`config.mk`:
```
export PLATFORM = sky130hd
export DESIGN_NAME = fma_dot_sequencer_flat
export DESIGN_NICKNAME = d
export VERILOG_FILES = /design/src/rtl/fma_dot_sequencer_if.sv /design/src/rtl/fma_dot_sequencer.sv /design/src/flat_wrapper.sv
export SDC_FILE = /design/constraint.sdc
export NUM_CORES = 1
export LEC_CHECK = 0
export ABC_CLOCK_PERIOD_IN_PS = 6800
export CAP_MARGIN = 20
export CORE_ASPECT_RATIO = 0.5
export CORE_MARGIN = 2
export CORE_UTILIZATION = 43
export CTS_CLUSTER_DIAMETER = 40
export CTS_CLUSTER_SIZE = 24
export DETAILED_ROUTE_END_ITERATION = 8
export PLACE_DENSITY = 0.81
export SYNTH_ARGS = -nofsm -noshare
export SYNTH_HDL_FRONTEND = slang
export SYNTH_SLANG_ARGS = --single-unit
```
`constraint.sdc`:
```
create_clock -name clk -period 6.8 [get_ports clk]
set_input_delay 2.04 -clock clk [delete_from_list [all_inputs] [get_ports clk]]
set_output_delay 2.04 -clock clk [all_outputs]
set_load 0.01 [all_outputs]
```
`src/rtl/fma_dot_sequencer_if.sv`:
```
// Operand-pair stream into the dot-product sequencer.
// Latency: none, wires only.
// Backpressure: a pair transfers on a cycle where in_valid and in_ready are both high.
interface fma_dot_sequencer_if;
  logic        in_valid;
  logic        in_ready;
  logic [31:0] in_a;
  logic [31:0] in_b;

  // Producer of operand pairs
  modport master (
    output in_valid,
    output in_a,
    output in_b,
    input  in_ready
  );

  // Sequencer side
  modport slave (
    input  in_valid,
    input  in_a,
    input  in_b,
    output in_ready
  );
endinterface

```
`src/rtl/fma_dot_sequencer.sv`:
```
// Sequences a binary32 dot product through an external combinational FMA: acc = init + sum(a*b).
// Latency: 2 cycles per element plus 1 DONE cycle (2*len+1 from start); len==0 finishes the next cycle.
// Backpressure: in_ready is high only in LOAD and never depends on in_valid; LOAD waits for data indefinitely.
module fma_dot_sequencer #(
  parameter int LEN_W = 5
) (
  input  logic                 clk,
  input  logic                 rst,
  input  logic                 start,
  input  logic [LEN_W-1:0]     len,
  input  logic [31:0]          init_fp,
  fma_dot_sequencer_if.slave   op,
  output logic [31:0]          fma_a,
  output logic [31:0]          fma_b,
  output logic [31:0]          fma_c,
  input  logic [31:0]          fma_out,
  output logic                 busy,
  output logic                 done,
  output logic [31:0]          result,
  output logic [LEN_W-1:0]     count,
  output logic                 ovf
);

  typedef enum logic [1:0] {
    S_IDLE = 2'd0,
    S_LOAD = 2'd1,
    S_EXEC = 2'd2,
    S_DONE = 2'd3
  } state_t;

  state_t             state_q, state_d;
  logic [31:0]        a_q, a_d;
  logic [31:0]        b_q, b_d;
  logic [31:0]        acc_q, acc_d;
  logic [31:0]        result_q, result_d;
  logic [LEN_W-1:0]   remaining_q, remaining_d;
  logic [LEN_W-1:0]   count_q, count_d;
  logic               ovf_q, ovf_d;

  // Next-state and datapath updates; every field defaults to hold
  always_comb begin
    state_d     = state_q;
    a_d         = a_q;
    b_d         = b_q;
    acc_d       = acc_q;
    result_d    = result_q;
    remaining_d = remaining_q;
    count_d     = count_q;
    ovf_d       = ovf_q;

    case (state_q)
      S_IDLE: begin
        if (start) begin
          acc_d   = init_fp;
          count_d = '0;
          ovf_d   = 1'b0;
          if (len != '0) begin
            remaining_d = len;
            state_d     = S_LOAD;
          end else begin
            // Empty vector: the seed is the answer, skip straight to the done pulse
            result_d = init_fp;
            state_d  = S_DONE;
          end
        end
      end

      S_LOAD: begin
        if (op.in_valid) begin
          a_d     = op.in_a;
          b_d     = op.in_b;
          state_d = S_EXEC;
        end
      end

      S_EXEC: begin
        // FMA inputs have been stable since the LOAD edge, so fma_out is settled here
        acc_d       = fma_out;
        count_d     = count_q + LEN_W'(1);
        remaining_d = remaining_q - LEN_W'(1);
        ovf_d       = ovf_q | (fma_out[30:23] == 8'hFF);
        state_d     = (remaining_q == LEN_W'(1)) ? S_DONE : S_LOAD;
      end

      S_DONE: begin
        result_d = acc_q;
        state_d  = S_IDLE;
      end

      default: state_d = S_IDLE;
    endcase
  end

  // State and datapath registers, cleared asynchronously so a reset aborts any run in flight
  always_ff @(posedge clk or posedge rst) begin
    if (rst) begin
      state_q     <= S_IDLE;
      a_q         <= '0;
      b_q         <= '0;
      acc_q       <= '0;
      result_q    <= '0;
      remaining_q <= '0;
      count_q     <= '0;
      ovf_q       <= 1'b0;
    end else begin
      state_q     <= state_d;
      a_q         <= a_d;
      b_q         <= b_d;
      acc_q       <= acc_d;
      result_q    <= result_d;
      remaining_q <= remaining_d;
      count_q     <= count_d;
      ovf_q       <= ovf_d;
    end
  end

  // FMA operands come straight from flops so they are glitch-free through EXEC
  assign fma_a = a_q;
  assign fma_b = b_q;
  assign fma_c = acc_q;

  assign op.in_ready = (state_q == S_LOAD);
  assign busy        = (state_q != S_IDLE);
  assign done        = (state_q == S_DONE);
  // During the done pulse the final value still lives in acc; afterwards result_q holds it
  assign result      = done ? acc_q : result_q;
  assign count       = count_q;
  assign ovf         = ovf_q;

endmodule

```
`src/flat_wrapper.sv`:
```
// flat-port wrapper written by rule: the top's interface ports become plain ports
module fma_dot_sequencer_flat 
#(
  parameter int LEN_W = 5
)
  (clk, rst, start, len, init_fp, fma_a, fma_b, fma_c, fma_out, busy, done, result, count, ovf, op_in_valid, op_in_a, op_in_b, op_in_ready);
  fma_dot_sequencer_if op_i ();
  input  logic clk;
  input  logic rst;
  input  logic start;
  input  logic [LEN_W-1:0] len;
  input  logic [31:0] init_fp;
  output logic [31:0] fma_a;
  output logic [31:0] fma_b;
  output logic [31:0] fma_c;
  input  logic [31:0] fma_out;
  output logic busy;
  output logic done;
  output logic [31:0] result;
  output logic [LEN_W-1:0] count;
  output logic ovf;
  input wire logic [$bits(op_i.in_valid)-1:0] op_in_valid;
  input wire logic [$bits(op_i.in_a)-1:0] op_in_a;
  input wire logic [$bits(op_i.in_b)-1:0] op_in_b;
  output wire logic [$bits(op_i.in_ready)-1:0] op_in_ready;
  assign op_i.in_valid = op_in_valid;
  assign op_i.in_a = op_in_a;
  assign op_i.in_b = op_in_b;
  assign op_in_ready = op_i.in_ready;
  fma_dot_sequencer #(.LEN_W(LEN_W)) u_core (.clk(clk), .rst(rst), .start(start), .len(len), .init_fp(init_fp), .op(op_i), .fma_a(fma_a), .fma_b(fma_b), .fma_c(fma_c), .fma_out(fma_out), .busy(busy), .done(done), .result(result), .count(count), .ovf(ovf));
endmodule
```
### Yosys cells after proc, flatten, opt, wreduce, memory -nomap -nowiden

Index checks and enable logic that the tools add are counted.

* equality and inequality tests: 9
* reductions and logical operators: 10
* mux-type cells: 18
* add/sub/neg operators: 2
* bitwise logic cells: 1

Operator list (number)
* $mux W32: 4
* $pmux W32 S2: 2
* $pmux W5 S2: 2
* $mux W5: 3
* $eq A8 B8 Y1 const B: 1
* $mux W2: 4
* $pmux W2 S4: 1
* $ne A2 B2 Y1 const B: 3
* $reduce_and A2 Y1: 3
* $reduce_and A3 Y1: 2
* $reduce_bool A2 Y1: 3
* $add A5 B1 Y5 const B: 1
* $eq A5 B1 Y1 const B: 1
* $reduce_bool A5 Y1: 1
* $sub A5 B1 Y5 const B: 1
* $eq A2 B2 Y1 const B: 2
* $eq A2 B1 Y1 const B: 1
* $logic_not A2 Y1: 1
* $ne A2 B1 Y1 const B: 1
* $pmux W1 S2: 1
* $mux W1: 1
* $or A1 B1 Y1: 1

* input port bits: 137
* flip-flop bits (word level): 141

### Depth between registers and ports, before layout

Gate-level depths: netlist of the first run.

* depth in word-level cells: 4
* mapped depth: 7

### Least setup slack after synthesis of the first run

Ideal clock, no wire load.

* kind: in2reg
* from: in len[1]
* to: reg u_core.result_q[10]
* data arrival time: 3.363 ns
* library setup time: 0.129 ns
* path slack: 3.308 ns
* stages on the path: 5
* required time: 6.671 ns
* buffers on the path: 1
* cell sequence: or4_4 -> nor3_4 -> buf_8 -> mux2i_1 -> o21ai_1

* cells in the longest elaborated chain, start to end: 3

RTL lines
* start, declared: RTL line flat_wrapper.sv:11 `input logic [LEN_W-1:0] len;`
* $reduce_bool A5 Y1: RTL line fma_dot_sequencer.sv:57 `if (len != '0) begin`
* $ne A2 B2 Y1 (no source line)
* $reduce_and A3 Y1 (no source line)
* end signal, assigned: RTL line fma_dot_sequencer.sv:110 `result_q <= result_d;`
* end, declared: RTL line fma_dot_sequencer.sv:35 `logic [31:0] result_q, result_d;`

No other way between the ends.
A chain may end at the register's enable or synchronous reset.

### Final worst setup path of the first run

* from: reg u_core.state_q[0]
* to: out result[16]

* cells in the longest elaborated chain, start to end: 2

RTL lines
* start, declared: RTL line fma_dot_sequencer.sv:31 `state_t state_q, state_d;`
* start signal, assigned: RTL line fma_dot_sequencer.sv:106 `state_q <= state_d;`
* $eq A2 B2 Y1: RTL line fma_dot_sequencer.sv:124 `assign done = (state_q == S_DONE);`
* $mux W32: RTL line fma_dot_sequencer.sv:126 `assign result = done ? acc_q : result_q;`
* end, declared: RTL line flat_wrapper.sv:19 `output logic [31:0] result;`

No other way between the ends.

==> results.yml, run 1 <==
outcome:
  status: "finished clean"
grt:
  gr-usage-met2_pct: 41.6
  global_route.usage.met3_pct: 4.99
  grt_util_met1_pct: 27.2
  grt_max_degree: 109
  gr-usage-all-layers_pct: 23.0
  antenna_found_initial: 0
  grt_pass1_wl_um: 28800
  grt_pass1_vias: 5528
  grt_overflow: 0
  grt_most_used_layer: "met2"
yosys:
  synth_most_common_cell: "dfrtp_1"
  synth_seq_cells: 141
  synth.avg_cell_area_um2: 11.3
  async_reset_ff_share_pct: 100
  ys.flop_type: "dfrtp_1"
  synth_top_area_cell: "dfrtp_1"
  synthTopCellsByCount: "dfrtp_1 (141), nand2_1 (134), mux2_2 (65), mux2i_1 (65), o21ai_0 (41)"
  synth_warnings: 0
  seq_area_frac_synth_pct: 55.6
  synth_fp_nets: 703
  syn_inst: 563
  netlist_area_mm2: 0.00635
  synth_cell_types: 41
  synth_area_leaders: "dfrtp_1 (56%), mux2_2 (12%), mux2i_1 (10%)"
  synth-edff-count: 0
  synth_top_area_share_pct: 55.6
placement:
  numPortBuffers: 273
  post_dp_cell_area_mm2: 0.00918
  gp_congestion: 0.821
  dp_hpwl_um: 12600
  dpl_worst_slack_ns: 2.06
worst_setup_path:
  end_kind: "primary output"
  start_kind: "flip-flop"
  regToRegStartpoint: "u_core.state_q[1]"
  worst_path_largest_cell_delay_ns: 0.59
  required_ns: 4.76
  arrival_ns: 2.45
  cpMaxStageDelayCell: "dfrtp_1"
  critical_path_peak_fanout: 49
  cpMostUsedCell: "nand2_1"
  ff2ff_path_depth: 6
  path_buf_inv: 3
  worstPathCellList: "nand2_1 -> inv_2 -> buf_12 -> nand2_1 -> nand2_1 -> clkdlybuf4s50_1"
  crit_type: "flip-flop to primary output"
  reg2reg_setup_slack_ns: 4.17
  cp_top_family: "buffers and inverters"
  r2r_end: "u_core.fma_b[6]"
final_layout:
  final.fill_count: 1113
  final_area_mm2: 0.00983
  n_antenna_cell: 0
  drive_gt1_share_pct: 13.5
  nets: 970
  area_delta_synth_final_pct: 54.8
sta:
  max_freq_mhz: 223
  final.setup.tns_ns: 0
  maxSlewViolCount: 0
  clock-skew-final_ns: 0.00858
  period_share_pct: 66.0
  worst_slew_pin_slew_ns: 1.01
  max_slew_margin_pct: 32.7
  layout_setup_ws_ns: 2.31
  setup_viol: 0
  rsz0062_at_grt: "false"
  period_minus_slack_ns: 4.49
  hold_viol: 0
  whs_ns: 0.499
floorplan:
  core_area_mm2: 0.0144
  rows: 31
  dieArea_mm2: 0.0158
  dieHeight_um: 89.9
  io_pins: 274
  start_util_pct: 44.0
  die_w_um: 176
routing:
  dr.pass1.iters: 4
  routedWlPerCell_um: 17.1
  drt_iter0_drc: 223
  vias: 5229
  drc: 0
  routed_via_density: 5.02
  wirelength_um: 17800
  ant_nets: 0
worst_hold_path:
  min_path_cells: 1
  hold_start: "u_core.count[4]"
  hp-class: "flip-flop to flip-flop"
  hold_end: "u_core.count[4]"
power_and_ir_drop:
  p_leak_nw: 4.13
  power_density_mw_per_mm2: 464
  p_total_mw: 4.56
  ir_worst_vdd_uv: 220
clocking:
  cts_sinks: 141
  clkLatencyLatePin_ns: 0.40
  cts_htree_levels: 4
  cts_resized: 0
  clk_path_buf_depth: 2
  clk_pin_slew_ns: 0.06
  cts_buffers: 17
  cts_tree: "yes"
  post_cts_buffers: 0
  cts_root_buf: "clkbuf_16"
  cts_hold_buf: 0
flow_run:
  maxCapViolCount: 0
==> kinds of logic (layout without fill, tap and decap cells) <==
family / count (synthesis) / count (layout) / synth area share [%]
and+or+nand+nor: 158 / 158 / 10.4
DFF: 141 / 141 / 55.6
muxes: 130 / 130 / 21.8
adders and majority gates: 3 / 3 / 0.591
AOI/OAI and AO/OA: 90 / 90 / 7.53
xor gates and xnor gates: 2 / 2 / 0.276
buffers and inverters: 39 / 319 / 3.80
==> registers in the layout, indices dropped and copies added (netlist names) <==
name / flops
u_core.remaining_q: 5
u_core.state_q: 2
u_core.fma_a: 32
u_core.fma_c: 32
u_core.ovf: 1
u_core.result_q: 32
u_core.fma_b: 32
u_core.count: 5
==> power by group <==
group | internal (mW) | switching (mW)
clock network | 0.558 | 0.382
registers | 1.25 | 0.260
logic | 1.20 | 0.913
total | 3.00 | 1.55
==> worst max path at each step <==
stage                            startpoint                  end  cells after the start
after floorplan                         rst      u_core.count[0]                      1
after global placement                start  u_core.result_q[23]                      6
after detailed placement              start   u_core.result_q[7]                      6
after CTS                 u_core.state_q[0]           result[16]                      5
after global routing      u_core.state_q[0]           result[16]                      6
final                     u_core.state_q[0]           result[16]                      6
==> area by class of cell <==
| type | instances | area [um^2] | share of cell area, % |
|---|---|---|---|
| timing repair buffer | 281 | 2830 | 28.8 |
| clock buffer | 18 | 439 | 4.47 |
| inverter | 6 | 27.5 | 0.280 |
| tap | 198 | 248 | 2.52 |
| multi-input combinational | 383 | 2600 | 26.5 |
| sequential | 141 | 3530 | 35.9 |
| clock inverter | 14 | 158 | 1.60 |
==> layer usage <==
metal	wire length, um	part of all wire [%]
met3	893	5.0
met2	9480	53
met5	0	0
met4	268	1.5
met1	7190	40
==> through the flow <==
| step | util, % | cells |
|---|---|---|
| after floorplan | - | 563 |
| after global placement | 63.6 | 1007 |
| after detailed placement | 63.6 | 1007 |
| after CTS | 67.8 | 1039 |
| after global routing | 68.1 | 1041 |
| final | 68.1 | 1041 |
==> cells in the final DEF (no fill, tap or decap), drive strengths merged, types with 2 or more instances in the layout <==
cell type,Yosys,routed
nor3,4,4
clkbuf,12,18
mux2i,65,65
clkinv,0,5
nand2,134,134
ha,3,3
mux2,65,65
dfrtp,141,141
o21ai,71,71
clkinvlp,0,2
or3,2,2
nand3,2,2
buf,19,8
a21oi,9,9
nand4,3,3
nor2b,2,2
clkdlybuf4s50,0,273
inv,6,11
nand2b,2,2
bufinv,0,2
nor2,2,2
Power figures use the tool's default switching activity.
==> inputs of run 2 (changes only) <==
--- a/config.mk
+++ b/config.mk
@@ -5,15 +5,15 @@
 export SDC_FILE = /design/constraint.sdc
 export NUM_CORES = 1
 export LEC_CHECK = 0
-export ABC_CLOCK_PERIOD_IN_PS = 6800
+export ABC_CLOCK_PERIOD_IN_PS = 3600
 export CAP_MARGIN = 20
 export CORE_ASPECT_RATIO = 0.5
 export CORE_MARGIN = 2
-export CORE_UTILIZATION = 43
+export CORE_UTILIZATION = 39
 export CTS_CLUSTER_DIAMETER = 40
 export CTS_CLUSTER_SIZE = 24
 export DETAILED_ROUTE_END_ITERATION = 8
-export PLACE_DENSITY = 0.81
+export PLACE_DENSITY = 0.78
 export SYNTH_ARGS = -nofsm -noshare
 export SYNTH_HDL_FRONTEND = slang
 export SYNTH_SLANG_ARGS = --single-unit
==> constraint.sdc (replaced) <==
create_clock -name clk -period 3.6 [get_ports clk]
set_input_delay 1.08 -clock clk [delete_from_list [all_inputs] [get_ports clk]]
set_output_delay 1.08 -clock clk [all_outputs]
set_load 0.01 [all_outputs]
==> results.yml, run 2 (synthesis results as in run 1) <==
worst_setup_path:
  worstPathCellList: "nand2_1 -> inv_2 -> buf_4 -> nand2_1 -> nand2_1 -> clkdlybuf4s50_1"
  cpMostUsedCell: "nand2_1"
  start_kind: "flip-flop"
  worst_path_largest_cell_delay_ns: 0.59
  arrival_ns: 2.37
  crit_type: "flip-flop to primary output"
  end_kind: "primary output"
  critical_path_peak_fanout: 40
  cpMaxStageDelayCell: "dfrtp_1"
  required_ns: 2.52
sta:
  worst_slew_pin_slew_ns: 0.599
  max_slew_margin_pct: 60.0
  maxSlewViolCount: 0
  period_share_pct: 96.0
  setup_viol: 0
  max_freq_mhz: 289
  clock-skew-final_ns: 0.00895
  hold_viol: 0
  period_minus_slack_ns: 3.45
  final.setup.tns_ns: 0
  rsz0062_at_grt: "false"
outcome:
  status: "finished clean"
placement:
  numPortBuffers: 273
  dp_hpwl_um: 13100
  placedCellCount: 1035
  gp_congestion: 0.810
final_layout:
  final.fill_count: 1211
  final_cells: 1066
  nets: 973
  mostFrequentLayoutCell: "clkdlybuf4s50_1"
  n_antenna_cell: 0
  area_delta_synth_final_pct: 57.9
  final_cell_mix: "clkdlybuf4s50_1 (273), dfrtp_1 (141), nand2_1 (133)"
  drive_gt1_share_pct: 13.5
floorplan:
  dieHeight_um: 94.2
  start_util_pct: 40.6
  dieArea_mm2: 0.0174
  die_w_um: 184
  rows: 32
  core_area_mm2: 0.0157
  io_pins: 274
routing:
  routedWlPerCell_um: 17.0
  vias: 5226
  wirelength_um: 18200
  routed_via_density: 4.90
  dr.pass1.iters: 4
  ant_nets: 0
  drt_iter0_drc: 241
  drc: 0
worst_hold_path:
  hp-class: "flip-flop to flip-flop"
grt:
  gr-usage-all-layers_pct: 21.6
  grt_pass1_vias: 5682
  grt_max_degree: 73
  grt_pass1_wl_um: 28900
  antenna_found_initial: 0
  grt_overflow: 0
clocking:
  cts_resized: 0
  clk_path_buf_depth: 2
  cts_hold_buf: 0
  clkLatencyLatePin_ns: 0.41
  cts_buffers: 17
  cts_tree: "yes"
  clk_pin_slew_ns: 0.06
  post_cts_buffers: 0
  cts_sinks: 141
  cts_root_buf: "clkbuf_16"
  cts_htree_levels: 4
power_and_ir_drop:
  power_density_mw_per_mm2: 901
  p_seq_share_pct: 31.4
  comb_power_share_pct: 44.8
  switching_share_pct: 32.2
  internal_power_mw: 6.12
  switching_power_mw: 2.91
  p_leak_nw: 4.21
  ir_worst_vdd_uv: 475
  pwr-share-clk_pct: 23.8
flow_run:
  maxCapViolCount: 0
## run 2: per-stage QoR
| step | hold WS, ns | instance area [um^2] | util [%] | worst slack (ns) | total power [mW] |
|---|---|---|---|---|---|
| global placement | 0.484 | 9310 | 59.5 | 0.550 | 6.80 |
| CTS | 0.494 | 10000 | 64.1 | 0.140 | 9.13 |
| detailed placement | 0.484 | 9310 | 59.5 | 0.506 | 6.93 |
| finish | 0.491 | 10000 | 64.1 | 0.145 | 9.03 |
| global route | 0.515 | 10000 | 64.1 | 0.000176 | 9.57 |
| floorplan | 0.494 | 6350 | - | 0.757 | 4.69 |
## run 2: worst paths after layout
check                      slack [ns]               from                  end  cells after the start
setup / recovery                 0.15  u_core.state_q[1]           result[10]                      6
setup reg to reg                 1.53  u_core.state_q[1]     u_core.fma_c[18]                      4
hold / removal                   0.49    u_core.count[4]      u_core.count[4]                      1
hold reg to reg                  0.49    u_core.count[4]      u_core.count[4]                      1
max in group asynchronous        2.11                rst  u_core.result_q[25]                      3
min in group asynchronous        1.14                rst      u_core.fma_b[4]                      3
## run 2: area by class of cell
type	count	area, um^2	area share (%)
clock buffers	21	460	4.59
clock inverters	10	258	2.57
inverters	6	26.3	0.262
multi-input cells	383	2600	25.9
flip-flops and latches	141	3530	35.2
well taps	221	277	2.76
repair buffers	284	2880	28.7
## run 2: critical path, delay by kind of cell (launching register included)
| kind | cells | cell delay, ns |
|---|---|---|
| buf+inv | 3 | 1.00 |
| flops | 1 | 0.59 |
| simple gates | 3 | 0.37 |
## run 2: power by group through the flow
stage | clock [mW] | sequential, mW | combinational (mW)
3_3_place_gp | 0 | 2.80 | 4.00
3_5_place_dp | 0 | 2.84 | 4.09
2_1_floorplan | 0 | 3.03 | 1.65
6_report | 2.15 | 2.83 | 4.05
5_1_grt | 2.27 | 2.93 | 4.37
4_1_cts | 2.19 | 2.84 | 4.10
## run 2: per-layer routing
| metal | vias up | part of all wire [%] | global-route usage, % |
|---|---|---|---|
| met5 | - | 0 | 0 |
| met4 | 0 | 2.7 | 9.27 |
| met3 | 41 | 4.8 | 5.35 |
| met2 | 148 | 52 | 38.5 |
| met1 | 2564 | 40 | 25.0 |
| li1 | 2473 | - | - |
